File: src/rtl/regfile_mp.sv
// regfile_mp -- multi-ported integer register file with a pending-write
// scoreboard.
//
// Purpose
//   NREG x XLEN architectural registers, one write port and RD_PORTS
//   independent registered read ports. Register 0 is hard-wired to zero.
//   A per-register busy bit tracks instructions that have issued but not
//   yet written back. The busy bit is set by issue_en/issue_rd and cleared
//   by wr_en/rd. When a set and a clear hit the same register on the same
//   edge, the set wins.
//
// Ports
//   clk       in   sole clock, rising edge
//   reset     in   synchronous, active-low; clears registers, busy bits, rd_data
//   wr_en     in   commit a write to register rd (writes to x0 are dropped)
//   load      in   write-data select: 1 = memory, 0 = result
//   rd        in   [AW]            write address
//   result    in   [XLEN]          ALU write data
//   memory    in   [XLEN]          load write data
//   rd_en     in   [RD_PORTS]      per-port read strobe
//   rs_addr   in   [RD_PORTS*AW]   packed read addresses, port p at [p*AW +: AW]
//   rd_data   out  [RD_PORTS*XLEN] registered read data, port p at [p*XLEN +: XLEN]
//   issue_en  in   mark issue_rd as pending-write
//   issue_rd  in   [AW]            scoreboard set address
//   rs_busy   out  [RD_PORTS]      combinational pending-write flag for rs_addr[p]
//
// Build option
//   REGFILE_BYPASS_EN: when defined, a read strobed on the same edge as a
//   write to the same non-zero register returns the incoming write data.
//   The matching rs_busy bit is also masked to 0 for that cycle. When the
//   macro is undefined, the read returns the pre-write value and rs_busy is
//   not masked.
//
// Interface timing
//   There is no handshake. Every strobe (wr_en, rd_en, issue_en) acts on the
//   rising edge at which it is sampled high. Read data appears one cycle
//   later and holds until the port is strobed again.

module regfile_mp #(
  parameter int XLEN     = 32,
  parameter int NREG     = 32,
  parameter int RD_PORTS = 2
) (
  input  logic                     clk,
  input  logic                     reset,
  input  logic                     wr_en,
  input  logic                     load,
  input  logic [$clog2(NREG)-1:0]  rd,
  input  logic [XLEN-1:0]          result,
  input  logic [XLEN-1:0]          memory,
  input  logic [RD_PORTS-1:0]      rd_en,
  input  logic [RD_PORTS*$clog2(NREG)-1:0] rs_addr,
  output logic [RD_PORTS*XLEN-1:0] rd_data,
  input  logic                     issue_en,
  input  logic [$clog2(NREG)-1:0]  issue_rd,
  output logic [RD_PORTS-1:0]      rs_busy
);

  localparam int AW = $clog2(NREG);

  logic [XLEN-1:0]          regs [NREG];
  logic [NREG-1:0]          busy;
  logic [NREG-1:0]          busy_nxt;
  logic [XLEN-1:0]          wr_data;
  logic                     wr_live;
  logic [RD_PORTS*XLEN-1:0] rd_val;

  assign wr_data = load ? memory : result;
  // A write to x0 is architecturally a no-op. It neither stores data nor
  // forwards data.
  assign wr_live = wr_en && (rd != '0);

  // Scoreboard next state. The clear is applied first so that a same-edge
  // issue to the same register overrides it.
  always_comb begin
    busy_nxt = busy;
    if (wr_en) busy_nxt[rd] = 1'b0;
    if (issue_en && (issue_rd != '0)) busy_nxt[issue_rd] = 1'b1;
    busy_nxt[0] = 1'b0;
  end

  // Per-port read value and busy flag.
  for (genvar p = 0; p < RD_PORTS; p++) begin : g_port
    logic [AW-1:0] ra;
    logic          hit;
    assign ra  = rs_addr[p*AW +: AW];
    assign hit = wr_live && (rd == ra);

`ifdef REGFILE_BYPASS_EN
    // Forward the incoming write so that the reader sees the new value. The
    // writer is retiring this cycle, so the register no longer counts as
    // pending for this reader.
    assign rd_val[p*XLEN +: XLEN] = hit ? wr_data
                                  : ((ra == '0) ? '0 : regs[ra]);
    assign rs_busy[p] = busy[ra] && !(rd_en[p] && hit);
`else
    // Without forwarding, the read sees the register before this edge's
    // write. The hit term is unused in this build.
    logic unused_hit;
    assign unused_hit = hit;
    assign rd_val[p*XLEN +: XLEN] = (ra == '0) ? '0 : regs[ra];
    assign rs_busy[p] = busy[ra];
`endif
  end

  always_ff @(posedge clk) begin
    if (!reset) begin
      for (int i = 0; i < NREG; i++) regs[i] <= '0;
      busy    <= '0;
      rd_data <= '0;
    end else begin
      if (wr_live) regs[rd] <= wr_data;
      busy <= busy_nxt;
      for (int p = 0; p < RD_PORTS; p++) begin
        if (rd_en[p]) rd_data[p*XLEN +: XLEN] <= rd_val[p*XLEN +: XLEN];
      end
    end
  end

endmodule

File: config.mk
export PLATFORM = sky130hd
export DESIGN_NAME = regfile_mp
export DESIGN_NICKNAME = d
export VERILOG_FILES = /design/src/rtl/regfile_mp.sv
export SDC_FILE = /design/constraint.sdc
export NUM_CORES = 2
export LEC_CHECK = 0
export CAP_MARGIN = 20
export CORE_MARGIN = 5
export CORE_UTILIZATION = 52
export DETAILED_ROUTE_END_ITERATION = 6
export GPL_ROUTABILITY_DRIVEN = 0
export GPL_TIMING_DRIVEN = 0
export HOLD_SLACK_MARGIN = 0.08
export MAX_ROUTING_LAYER = met4
export PLACE_DENSITY = 0.83
export SETUP_SLACK_MARGIN = 0.3
export SLEW_MARGIN = 20
export SYNTH_ARGS = -nofsm -noshare
export SYNTH_HDL_FRONTEND = slang
export SYNTH_SLANG_ARGS = --single-unit
File: constraint.sdc
create_clock -name clk -period 4.23 [get_ports clk]
set_input_delay 0.846 -clock clk [delete_from_list [all_inputs] [get_ports clk]]
set_output_delay 0.846 -clock clk [all_outputs]
set_load 0.05 [all_outputs]
==> flow_summary_export.csv <==
group,metric,value,unit
outcome,status,"complete, but fails checks",
outcome,violations,"DRC",
clock_network,cts_tree,"yes",
pwr,p_per_area,424,nW/um^2
min_path,hp-class,"flip-flop to flip-flop",
floorplanning,die_y,338,um
synth,syn_avg_cell_area,13.8,um^2
cells_and_area,finish.utilization,59.9,%
timing,fin_worst_skew,0.0356,ns
floorplanning,die_w,338,um
cells_and_area,layout-drive-gt1-share,19.4,%
timing,slew_violations,0,
grt,grt_pass1_wl,295000,um
cells_and_area,area_delta_synth_final,14.6,%
placed_design,hpwl,153000,um
timing,clock.fmax,246,MHz
grt,antenna_found_initial,25,
worst_setup_path,setup.worst_path.start,"rd[0]",
grt,top_usage_layer,"met2",
clock_network,cts-buffers-inserted,108,
route,antenna_left,0,
worst_setup_path,end_kind,"flip-flop",
cells_and_area,seqCellArea,32700,um^2
grt,gr-usage-met1,40.8,%
route,wl_per_cell,36.0,um
grt,grt_usage,37.7,%
worst_setup_path,start_kind,"input pin",
route,wl,212000,um
worst_setup_path,worst_r2r_endpoint,"rd_data[20]",
placed_design,dp.cells,5651,
grt,grt_overflow,0,
synth,synth_top_area_share,55.0,%
floorplanning,rows,120,
synth,netlist_top_cells_area,"edfxtp_1, mux4_2, nor2_1, mux2i_1, dfxtp_1",
clock_network,cts.reportedPaths.clkPinSlew,0.06,ns
clock_network,hold_buffers,0,
worst_setup_path,r2r_cells,4,
placed_design,portBuffers,150,
clock_network,cts_setup_buffers,0,
cells_and_area,layout.cells.non_filler,5887,
grt,grtUsageMet3,20.8,%
route,drc,401,
synth,yosys_warnings,0,
timing,slew_headroom,9.31,%
floorplanning,core_area,107000,um^2
worst_setup_path,crit_type,"input pin to flip-flop",
worst_setup_path,required,4.65,ns
worst_setup_path,critical_path_peak_fanout,19,
route,drt_iter0_markers,10100,
pwr,worst_ir_drop_vdd,0.366,mV
grt,use_met2,52.6,%
grt,grt_max_degree,42,
route,vias,43100,
timing,tightest_slew,1.32,ns
synth,synth_flop_cell,"edfxtp_1",
timing,finalCriticalPeriod,4.07,ns
pwr,leakagePower,21.9,nW
cells_and_area,multi_input_comb_area,21600,um^2
clock_network,clk_latency,0.72,ns
clock_network,h-tree-depth,3,
floorplanning,start_util,52.3,%
clock_network,cts_root_buffer,"clkbuf_16",
route,drt-vias-per-instance,7.33,
route,dr.pass1.iters,7,
synth,yosysMostFrequentCell,"nor2_1",
worst_setup_path,worstSetupEndpoint,"regs[7][3]",
synth,async_reset_ff_share,0,%
synth,ys_ff_latch,1119,
cells_and_area,fillers,7650,
timing,setup_viol,0,
timing,fin_crit_sh,96.2,%
synth,synth_cell_type_count,45,
floorplanning,die_area,114000,um^2
synth,netlist_area,55900,um^2
synth,synth-edff-count,1024,
clock_network,cts.sinks,1119,
synth,netlist.top_cell.by_area,"edfxtp_1",
grt,grt_pass1_vias,42000,
synth,synth_common_cells,"nor2_1, edfxtp_1, mux4_2",
clock_network,clock_path_buffers,3,
floorplanning,ios,157,
worst_setup_path,ff2ff_setup_slack,1.85,ns
worst_setup_path,arrival,4.49,ns
run,max_cap_viol_count,0,
synth,netlist_instances,4036,
synth,ys_seq_area_share,58.4,%
cells_and_area,nets,4448,
timing,rsz0062_at_grt,"no",
worst_setup_path,r2r_start,"regs[31][20]",
timing,hold_viol_final,0,
registers in the layout, summed over array words and instances (netlist names):
name / flops
regs: 1024
rd_data: 64
busy: 31
placed cells by master, fill, tap and decap left out, drive strengths merged, types with 33 or more instances in the layout:
master	instances
a21oi	52
a221o	33
a22oi	88
and3	39
buf	152
clkbuf	445
clkdlybuf4s50	144
clkinv	35
dfxtp	95
diode	36
edfxtp	1024
mux2i	221
mux4	464
nand2	119
nor2	1052
nor2b	39
nor3	37
o21ai	54
o22ai	52
or2	35
or3	35
area by class of cell:
| cell class | instances | area share [%] |
|---|---|---|
| clock inverter | 53 | 1.04 |
| buffer | 416 | 3.15 |
| timing repair buffer | 181 | 3.44 |
| multi-input combinational | 2527 | 33.8 |
| sequential | 1119 | 51.0 |
| clock buffer | 148 | 4.68 |
| tap | 1403 | 2.74 |
| antenna | 36 | 0.141 |
| inverter | 4 | 0.0235 |
routing by layer:
metal | vias to the layer above | part of all wire [%]
li1 | 16100 | -
met1 | 20600 | 28
met2 | 5073 | 42
met3 | 1406 | 20
met4 | 0 | 10
met5 | - | 0
report_power, final:
part	total [mW]	switching, mW	leakage, nW	internal [mW]
combinational	3.80	2.39	9.57	1.41
clock	10.2	4.46	1.78	5.72
sequential	13.2	0.464	10.5	12.7
critical path, stage by stage:
cell	delay [ns]
clkdlybuf4s50_1	0.68
nand2_1	0.19
nor2_1	0.84
nand2_1	0.52
clkbuf_1	0.47
nand2_2	0.66
buf_16	0.25
per-stage QoR:
step / power [mW] / cell area, um^2 / hold WS [ns] / worst slack (ns) / TNS, ns
global placement: 16.6 / 59200 / 0.468 / -1.63 / -768.04
global route: 27.5 / 64000 / 0.523 / 0.314 / 0
floorplan: 15.3 / 56000 / 0.451 / 0.585 / 0
finish: 27.1 / 64000 / 0.498 / 0.161 / 0
detailed placement: 16.8 / 60100 / 0.482 / -1.49 / -58.21
CTS: 26.7 / 63900 / 0.492 / 0.300 / 0
cells by family (layout without fill, tap and decap cells):
group	Yosys count	count (layout)	synth area share (%)
simple gates	1439	1439	10.8
flops	1119	1119	58.4
mux	692	692	22.8
buf+inv	421	802	3.33
compound gates	364	364	4.60
other cells	1	68	0.00671
repair_timing:
| item | in CTS | in global routing |
|---|---|---|
| setup endpoints to repair | 25 | 126 |
| resized for setup | 62 | 14 |
| pin swaps | 0 | 0 |
how the worst min path moves through the flow:
stage / startpoint / end / slack (ns) / cells past startpoint
after floorplan: busy[3] / busy[3] / 0.45 / 2
after global placement: busy[3] / busy[3] / 0.47 / 2
after detailed placement: busy[12] / busy[12] / 0.48 / 2
after CTS: busy[12] / busy[12] / 0.49 / 2
after global routing: busy[12] / busy[12] / 0.52 / 2
final: busy[12] / busy[12] / 0.50 / 2
No activity file was read; power rests on OpenSTA's default activity.
